$ cat config.mk
export PLATFORM = sky130hd
export DESIGN_NAME = asp_irq_ctrl
export DESIGN_NICKNAME = d
export VERILOG_FILES = /design/src/rtl/asp_irq_ctrl.sv
export SDC_FILE = /design/constraint.sdc
export NUM_CORES = 1
export LEC_CHECK = 0
export BUFFER_PORTS_ARGS = -buffer_cell sky130_fd_sc_hd__clkbuf_2
export CORE_MARGIN = 2
export CORE_UTILIZATION = 30
export DETAILED_ROUTE_END_ITERATION = 12
export HOLD_SLACK_MARGIN = 0.15
export PLACE_DENSITY_LB_ADDON = 0.12
export SLEW_MARGIN = 30
export SYNTH_ARGS = -nofsm -noshare
export SYNTH_HDL_FRONTEND = slang
export SYNTH_SLANG_ARGS = --single-unit
$ cat constraint.sdc
create_clock -name clk -period 5.3 [get_ports clk]
set_clock_uncertainty 0.05 [all_clocks]
set_input_delay 0.265 -clock clk [delete_from_list [all_inputs] [get_ports clk]]
set_output_delay 0.265 -clock clk [all_outputs]
set_load 0.005 [all_outputs]
$ cat src/rtl/asp_irq_ctrl.sv
// ASP interrupt controller: latches NUM_LINES edge/level sources behind a mask, arbitrates round-robin,
// and emits one line-id message per event toward the host channel, rate-limited by a hold-off counter.
module asp_irq_ctrl #(
  parameter int                   NUM_LINES         = 4,
  parameter int                   CSR_DATA_WIDTH    = 64,
  parameter int                   CSR_ADDR_WIDTH    = 3,
  parameter int                   HOLDOFF_WIDTH     = 16,
  parameter logic [NUM_LINES-1:0] DEFAULT_EDGE_MASK = 4'b0101,
  localparam int                  ID_W              = (NUM_LINES > 1) ? $clog2(NUM_LINES) : 1
) (
  input  logic                      clk,
  input  logic                      reset,
  input  logic [NUM_LINES-1:0]      irq_src,
  output logic                      irq_valid,
  output logic [ID_W-1:0]           irq_id,
  input  logic                      irq_ready,
  input  logic                      csr_write,
  input  logic                      csr_read,
  input  logic [CSR_ADDR_WIDTH-1:0] csr_address,
  input  logic [CSR_DATA_WIDTH-1:0] csr_writedata,
  output logic [CSR_DATA_WIDTH-1:0] csr_readdata,
  output logic                      csr_readdatavalid
);

  localparam logic [CSR_ADDR_WIDTH-1:0] A_PENDING  = CSR_ADDR_WIDTH'(0);
  localparam logic [CSR_ADDR_WIDTH-1:0] A_MASK     = CSR_ADDR_WIDTH'(1);
  localparam logic [CSR_ADDR_WIDTH-1:0] A_MODE     = CSR_ADDR_WIDTH'(2);
  localparam logic [CSR_ADDR_WIDTH-1:0] A_HOLDOFF  = CSR_ADDR_WIDTH'(3);
  localparam logic [CSR_ADDR_WIDTH-1:0] A_OVERFLOW = CSR_ADDR_WIDTH'(4);
  localparam logic [CSR_ADDR_WIDTH-1:0] A_PARAMS   = CSR_ADDR_WIDTH'(5);

  typedef enum logic [1:0] {S_IDLE, S_SEND, S_HOLD} state_t;

  state_t                    r_state, w_next;
  logic [NUM_LINES-1:0]      r_pending, r_sent, r_overflow, r_mask, r_mode, r_src_q;
  logic [HOLDOFF_WIDTH-1:0]  r_holdoff, r_cnt;
  logic [ID_W-1:0]           r_rr, r_id;
  logic [CSR_DATA_WIDTH-1:0] r_readdata;
  logic                      r_rdvalid;

  logic [NUM_LINES-1:0]      w_eligible, w_edge, w_set, w_ovf_set, w_hs_vec;
  logic [NUM_LINES-1:0]      w_w1c_pend, w_w1c_ovf;
  logic [2*NUM_LINES-1:0]    w_dbl;
  logic [ID_W:0]             w_idx;
  logic [ID_W-1:0]           w_pick, w_rr_nxt;
  logic                      w_found, w_hs, w_load;
  logic [CSR_DATA_WIDTH-1:0] w_rd;

  // Source capture and pending/overflow/sent bookkeeping
  always_comb begin
    w_edge     = irq_src & ~r_src_q;
    w_set      = (r_mode & w_edge) | (~r_mode & irq_src);
    w_ovf_set  = r_mode & w_edge & r_pending;
    w_w1c_pend = (csr_write && csr_address == A_PENDING)  ? csr_writedata[NUM_LINES-1:0] : '0;
    w_w1c_ovf  = (csr_write && csr_address == A_OVERFLOW) ? csr_writedata[NUM_LINES-1:0] : '0;
    w_hs       = (r_state == S_SEND) && irq_ready;
    w_hs_vec   = w_hs ? (NUM_LINES'(1) << r_id) : '0;
    w_eligible = r_pending & ~r_sent & ~r_mask;
    w_rr_nxt   = (r_id == ID_W'(NUM_LINES - 1)) ? '0 : r_id + ID_W'(1);
  end

  // Round-robin pick: scan a doubled vector starting at the pointer so wrap needs no modulo
  always_comb begin
    w_dbl   = {w_eligible, w_eligible};
    w_found = 1'b0;
    w_pick  = '0;
    w_idx   = '0;
    for (int unsigned i = 0; i < NUM_LINES; i++) begin
      w_idx = {1'b0, r_rr} + (ID_W+1)'(i);
      if (!w_found && w_dbl[w_idx]) begin
        w_found = 1'b1;
        w_pick  = (w_idx >= (ID_W+1)'(NUM_LINES)) ? ID_W'(w_idx - (ID_W+1)'(NUM_LINES)) : ID_W'(w_idx);
      end
    end
  end

  // A HOLD cycle with an expired count arbitrates like IDLE, so HOLDOFF=0 costs exactly one gap cycle
  always_comb begin
    w_next = r_state;
    case (r_state)
      S_IDLE:  if (w_found && r_cnt == '0) w_next = S_SEND;
      S_SEND:  if (irq_ready) w_next = S_HOLD;
      S_HOLD:  if (r_cnt == '0) w_next = w_found ? S_SEND : S_IDLE;
      default: w_next = S_IDLE;
    endcase
    w_load = (r_state != S_SEND) && (w_next == S_SEND);
  end

  always_comb begin
    w_rd = '0;
    case (csr_address)
      A_PENDING:  w_rd[NUM_LINES-1:0]     = r_pending;
      A_MASK:     w_rd[NUM_LINES-1:0]     = r_mask;
      A_MODE:     w_rd[NUM_LINES-1:0]     = r_mode;
      A_HOLDOFF:  w_rd[HOLDOFF_WIDTH-1:0] = r_holdoff;
      A_OVERFLOW: w_rd[NUM_LINES-1:0]     = r_overflow;
      A_PARAMS:   w_rd[7:0]               = 8'(NUM_LINES);
      default:    w_rd                    = '0;
    endcase
  end

  always_ff @(posedge clk) begin
    if (reset) begin
      r_state    <= S_IDLE;
      r_pending  <= '0;
      r_sent     <= '0;
      r_overflow <= '0;
      r_mask     <= '1;
      r_mode     <= DEFAULT_EDGE_MASK;
      r_holdoff  <= '0;
      r_cnt      <= '0;
      r_src_q    <= '0;
      r_rr       <= '0;
      r_id       <= '0;
      r_readdata <= '0;
      r_rdvalid  <= 1'b0;
    end else begin
      r_state    <= w_next;
      r_src_q    <= irq_src;
      r_pending  <= (r_pending & ~w_w1c_pend) | w_set;
      r_sent     <= (r_sent | w_hs_vec) & ~w_w1c_pend;
      r_overflow <= (r_overflow & ~w_w1c_ovf) | w_ovf_set;
      if (csr_write && csr_address == A_MASK)    r_mask    <= csr_writedata[NUM_LINES-1:0];
      if (csr_write && csr_address == A_MODE)    r_mode    <= csr_writedata[NUM_LINES-1:0];
      if (csr_write && csr_address == A_HOLDOFF) r_holdoff <= csr_writedata[HOLDOFF_WIDTH-1:0];
      if (w_load) r_id <= w_pick;
      if (w_hs) begin
        r_rr  <= w_rr_nxt;
        r_cnt <= r_holdoff;
      end else if (r_state == S_HOLD && r_cnt != '0) begin
        r_cnt <= r_cnt - HOLDOFF_WIDTH'(1);
      end
      r_rdvalid  <= csr_read;
      r_readdata <= csr_read ? w_rd : '0;
    end
  end

  assign irq_valid         = (r_state == S_SEND);
  assign irq_id            = r_id;
  assign csr_readdata      = r_readdata;
  assign csr_readdatavalid = r_rdvalid;

endmodule

==> summary.md, run 1 <==
- **status** finished, final reports clean
- **largest fanout on the critical path** 6
- **maxcap violations** 0
- **maximum number of pins on one net before global-route repair** 56
- **drt initial violations** 96
- **Final setup violation count** 0
- **achievable frequency** 452 MHz
- **via count of the first global-routing pass** 3,016
- **leading cell types in the layout, fill and taps excluded** dfxtp_1 (79), nand2_1 (69), conb_1 (48), clkbuf_2 (47), a21oi_1 (39)
- **average cell area after synthesis** 8.66 um2
- **multi-input logic area** 2060 um2
- **FFs w/ async S/R, synth** 0
- **area taken by flip-flops and latches** 1580 um2
- **number of buffers created by CTS** 9
- **leak pwr** 1.75 nW
- **CP bufs+invs** 1
- **clk sink count** 79
- **Worst path slowest cell** or3b_2
- **Finished Cell Area** 4600 um2
- **clock transition at the register clock pins on the worst setup and hold paths after CTS** 0.06 ns
- **yosys synthesis warning count** 0
- **CTS tree** built
- **cell area after placement** 4160 um2
- **first-pass GRT wire length** 15,800 um
- **final worst path period share** 0.418
- **CP arrival** 2.36 ns
- **final number of hold-violating endpoints** 0
- **count of different cell masters after synthesis** 64
- **total detailed-routing wirelength** 9860 um
- **Mapped Cells** 458
- **horizontal die dimension** 119 um
- **length of the first detailed-routing pass in iterations** 4
- **classification of the worst-slack hold path** input port to register
- **Row Count** 42
- **initial core utilization** 0.303
- **Synth Register Bits** 79
- **wire length per cell after detailed routing** 14.3 um
- **final-layout fill cell count** 1,375
- **total negative slack** 0 ns
- **number of flops mapped to enable cells by yosys** 0
- **startpoint type of the worst setup path** register
- **worst setup path category** register to register
- **number of antenna violations at the first check in global routing** 0
- **CTS HTree Levels** 3
- **max-slew violations** 0
- **overall track demand over capacity in global routing** 0.144
- **worst vdd ir** 0.141 mV
- **routability congestion estimate from global placement** 0.832
- **final routed DRC violation total** 0
- **Core Box Area** 13,100 um2
- **clock insertion delay at the later pin of the skew report** 0.34 ns
- **dpl hpwl** 6960 um
- **Synth Flop Type** dfxtp_1
- **Routed Antenna Nets** 0
- **Worst Tran Pin Value** 0.972 ns
- **Seq/Total Area, Yosys** 0.399
- **chain of cells forming the critical path** inv_1 -> ha_1 -> or3b_2 -> o41ai_4 -> o32a_2 -> a31oi_1
- **required arrival time at the worst endpoint** 5.45 ns
- **sum of overflow across all layers after global routing** 0
- **CTS Root Cell** clkbuf_16
- **area overhead of the layout relative to synthesis** 16.1%
- **Total Die Area** 14,200 um2
- **Hold Slack** 0.182 ns
- **most common library cell in the layout ignoring fill and taps** dfxtp_1
- **diode count** 0
- **Die Y** 119 um
- **RSZ-0062 raised after global routing** no
- **summed instance area of the synthesized netlist** 3970 um2
- **I/O Pins** 144
- **vias per inst** 4.79
- **# port buffers** 47
- **clock period minus worst slack** 2.21 ns
- **Layout Nets** 594
- **power density over cell area** 289 nW/um2
- **worst slew margin relative to its limit** 0.350
- **number of buffers on the longest clock path** 2
- **vias** 3,313
- **share of final-layout standard cells stronger than drive strength 1** 0.161
- **stage delay of the slowest cell on the critical path** 0.55 ns
- **Top delay family on crit path** compound AO/OA/AOI/OAI gates
- **Setup crit end kind** register
==> cells in the mapped netlist (7+ instances only) <==
cell / instances / area, um2
dfxtp_1: 79 / 1580
nand2_1: 69 / 259
buf_4: 48 / 360
a21oi_1: 39 / 195
nor2_1: 19 / 71.3
clkbuf_1: 16 / 60.1
and2_1: 13 / 81.3
a31oi_1: 12 / 75.1
inv_1: 10 / 37.5
mux2i_1: 10 / 100
nor3_1: 10 / 50.1
nand3_1: 9 / 45.0
nor2b_1: 9 / 56.3
a22oi_1: 7 / 52.6
nand2b_1: 7 / 43.8
==> per-layer routing <==
metal  share of wire  wire length [um]  up-vias  global-route usage
met2            0.48              4760       79               0.233
met4           0.019               189        0              0.0640
met5               0                 0        -                   0
met3           0.040               399       12              0.0335
met1            0.46              4510     1563               0.183
li1                -                 -     1659                   -
==> sequential cells by signal, indices dropped and copies added, names as in the netlist <==
register / count
csr_readdata: 16
r_mode: 4
r_sent: 4
r_cnt: 16
irq_id: 2
r_state: 2
r_mask: 4
r_holdoff: 16
r_src_q: 4
r_overflow: 4
r_rr: 2
csr_readdatavalid: 1
r_pending: 4
==> stage by stage <==
step | cells | setup slack, ns | power, W | util
2_1_floorplan | 505 | 3.35 | 0.000709 | -
3_3_place_gp | 661 | 3.06 | 0.000715 | 0.318
3_5_place_dp | 661 | 3.06 | 0.000716 | 0.318
4_1_cts | 692 | 3.09 | 0.00135 | 0.352
5_1_grt | 692 | 2.93 | 0.00138 | 0.352
6_report | 692 | 3.09 | 0.00133 | 0.352
==> cell type report <==
cell class                      count  area share
Multi-Input combinational cell    346       0.447
Sequential cell                    79       0.344
Timing Repair Buffer               66      0.0908
Clock buffer                       10      0.0497
Tap cell                          176      0.0478
Clock inverter                      5      0.0128
Inverter                           10     0.00815
==> final timing paths <==
path / from / to / slack (ns) / depth (start not counted)
setup / recovery: r_cnt[0] / r_cnt[15] / 3.09 / 6
setup reg to reg: r_cnt[0] / r_cnt[15] / 3.09 / 6
hold / removal: csr_writedata[0] / r_sent[0] / 0.18 / 2
hold reg to reg: r_holdoff[15] / r_holdoff[15] / 0.41 / 2
==> power breakdown <==
group / internal [W] / total [W] / switching, W
logic: 0.0000402 / 0.0000964 / 0.0000562
clock network: 0.000363 / 0.000619 / 0.000255
registers: 0.000605 / 0.000615 / 0.00000951
total: 0.00101 / 0.00133 / 0.000321
==> what timing repair did <==
item	4_1_cts	5_1_grt
endpoints found under the hold margin	22	0
endpoints found under the setup margin	0	0
setup buffers	0	0
gates resized for setup	0	0
hold buffers	16	0
==> logic make-up after synthesis <==
logic type	count (synthesis)	synth area share
multiplexers	12	0.0338
flip-flops	79	0.399
adder cells (fa/ha/maj)	6	0.0189
buffers and inverters	80	0.127
AO/OA/AOI/OAI	99	0.171
AND/OR/NAND/NOR	181	0.250
other	1	0.000946
Note: power is estimated with default switching activity, not from simulation.
==> run 2: changes to the inputs <==
==> constraint.sdc (replaced) <==
create_clock -name clk -period 2.2 [get_ports clk]
set_clock_uncertainty 0.05 [all_clocks]
set_input_delay 0.11 -clock clk [delete_from_list [all_inputs] [get_ports clk]]
set_output_delay 0.11 -clock clk [all_outputs]
set_load 0.005 [all_outputs]
==> summary.md, run 2 (synthesis gave the netlist of run 1 again) <==
- **status** finished, final reports clean
- **chain of cells forming the critical path** dlygate4sd3_1 -> clkbuf_2 -> nor4b_4 -> buf_4 -> nand2_1 -> a22oi_1 -> nor2_1 -> dlygate4sd3_1
- **share of final-layout standard cells stronger than drive strength 1** 0.182
- **Layout Nets** 621
- **horizontal die dimension** 119 um
- **drt initial violations** 130
- **Routed Antenna Nets** 0
- **CTS tree** built
- **worst slew margin relative to its limit** 0.554
- **worst setup path category** input port to register
- **maximum number of pins on one net before global-route repair** 23
- **total detailed-routing wirelength** 9940 um
- **overall track demand over capacity in global routing** 0.145
- **CP arrival** 2.25 ns
- **routability congestion estimate from global placement** 0.857
- **via count of the first global-routing pass** 3,151
- **clock insertion delay at the later pin of the skew report** 0.33 ns
- **max-slew violations** 0
- **required arrival time at the worst endpoint** 2.37 ns
- **clock period minus worst slack** 2.08 ns
- **initial core utilization** 0.303
- **first-pass GRT wire length** 16,100 um
- **area overhead of the layout relative to synthesis** 23.3%
- **Die Y** 119 um
- **Total Die Area** 14,200 um2
- **leak pwr** 1.91 nW
- **number of buffers added for setup after CTS** 0
- **maxcap violations** 0
- **vias per inst** 4.70
- **sum of overflow across all layers after global routing** 0
- **worst vdd ir** 0.461 mV
- **startpoint type of the worst setup path** input port
- **CTS Root Cell** clkbuf_16
- **largest fanout on the critical path** 14
- **final-layout fill cell count** 1,354
- **Top delay family on crit path** buffers and inverters
- **I/O Pins** 144
- **most common library cell in the layout ignoring fill and taps** dfxtp_1
- **dpl hpwl** 7320 um
- **classification of the worst-slack hold path** input port to register
- **total negative slack** 0 ns
- **CP bufs+invs** 4
- **Setup crit end kind** register
- **CTS HTree Levels** 3
- **# port buffers** 47
- **Final setup violation count** 0
- **Core Box Area** 13,100 um2
- **cell repeated most along the worst path** dlygate4sd3_1
- **length of the first detailed-routing pass in iterations** 5
- **final worst path period share** 0.945
- **final number of hold-violating endpoints** 0
- **Row Count** 42
- **number of buffers on the longest clock path** 2
- **leading cell types in the layout, fill and taps excluded** dfxtp_1 (79), nand2_1 (69), conb_1 (48), clkbuf_2 (47), a21oi_1 (39)
- **post-placement cell count** 677
- **Worst path slowest cell** dlygate4sd3_1
- **RSZ-0062 raised after global routing** no
- **number of buffers created by CTS** 9
- **final routed DRC violation total** 0
- **achievable frequency** 481 MHz
- **number of antenna violations at the first check in global routing** 0
- **filler-free cell count of the finished design** 719
- **wire length per cell after detailed routing** 13.8 um
- **Worst Tran Pin Value** 0.660 ns
- **power density over cell area** 699 nW/um2
- **stage delay of the slowest cell on the critical path** 0.55 ns
- **diode count** 0
- **clk sink count** 79
- **clock transition at the register clock pins on the worst setup and hold paths after CTS** 0.06 ns
- **vias** 3,380
run 2: cell count changes in the layout (fill, tap and decap cells not counted), sizes merged:
cell,before,now
dlygate4sd3,16,27
inv,11,10
clkinvlp,2,0
buf,3,19
clkbuf,57,58
bufinv,1,3
run 2: per-stage QoR:
stage / power, W / worst slack (ns) / area (um2) / util / hold slack [ns]
6_report: 0.00342 / 0.121 / 4890 / 0.374 / 0.231
5_1_grt: 0.00356 / 0.0140 / 4890 / 0.374 / 0.232
3_3_place_gp: 0.00173 / 0.178 / 4280 / 0.327 / 0.289
4_1_cts: 0.00347 / 0.0822 / 4870 / 0.372 / 0.236
3_5_place_dp: 0.00173 / 0.146 / 4280 / 0.327 / 0.294
2_1_floorplan: 0.00171 / 0.250 / 4140 / - / 0.157
run 2: final timing paths:
path	slack (ns)	end	depth (start not counted)	from
max	0.12	r_pending[0]	8	csr_address[2]
min	0.23	r_sent[2]	3	csr_write
max reg2reg	0.14	r_cnt[13]	7	r_cnt[1]
min reg2reg	0.40	r_holdoff[15]	2	r_holdoff[15]
run 2: per-layer routing:
layer,part of all wire,vias up,GRT usage,routed length (um)
li1,-,1708,-,-
met1,0.46,1584,0.182,4550
met2,0.49,77,0.237,4900
met3,0.036,11,0.0383,362
met4,0.014,0,0.0565,135
met5,0,-,0,0
run 2: cell type report:
cell class / count / area [um2] / area share
clock buffer: 11 / 233 / 0.0476
clock inverter: 4 / 95.1 / 0.0194
inverter: 10 / 37.5 / 0.00768
multi-input combinational: 346 / 2070 / 0.424
sequential: 79 / 1580 / 0.323
tap: 176 / 220 / 0.0450
timing repair buffer: 93 / 648 / 0.133
run 2: report_power, final:
part / switching [W] / leakage [nW] / internal [W] / total [W]
sequential: 0.0000229 / 0.641 / 0.00146 / 0.00148
clock: 0.000577 / 0.160 / 0.00110 / 0.00168
combinational: 0.000141 / 1.11 / 0.000118 / 0.000260
run 2: what timing repair did:
| action | in CTS | in global routing |
|---|---|---|
| resized for setup | 0 | 2 |
| endpoints found under the setup margin | 0 | 2 |
| endpoints found under the hold margin | 50 | 0 |
| hold buffers | 27 | 0 |
run 2: tightest hold or removal path: cells and delay by family:
family	cells	cell delay, ns
compound gates	1	0.21
simple gates	1	0.14
buf+inv	1	0.10
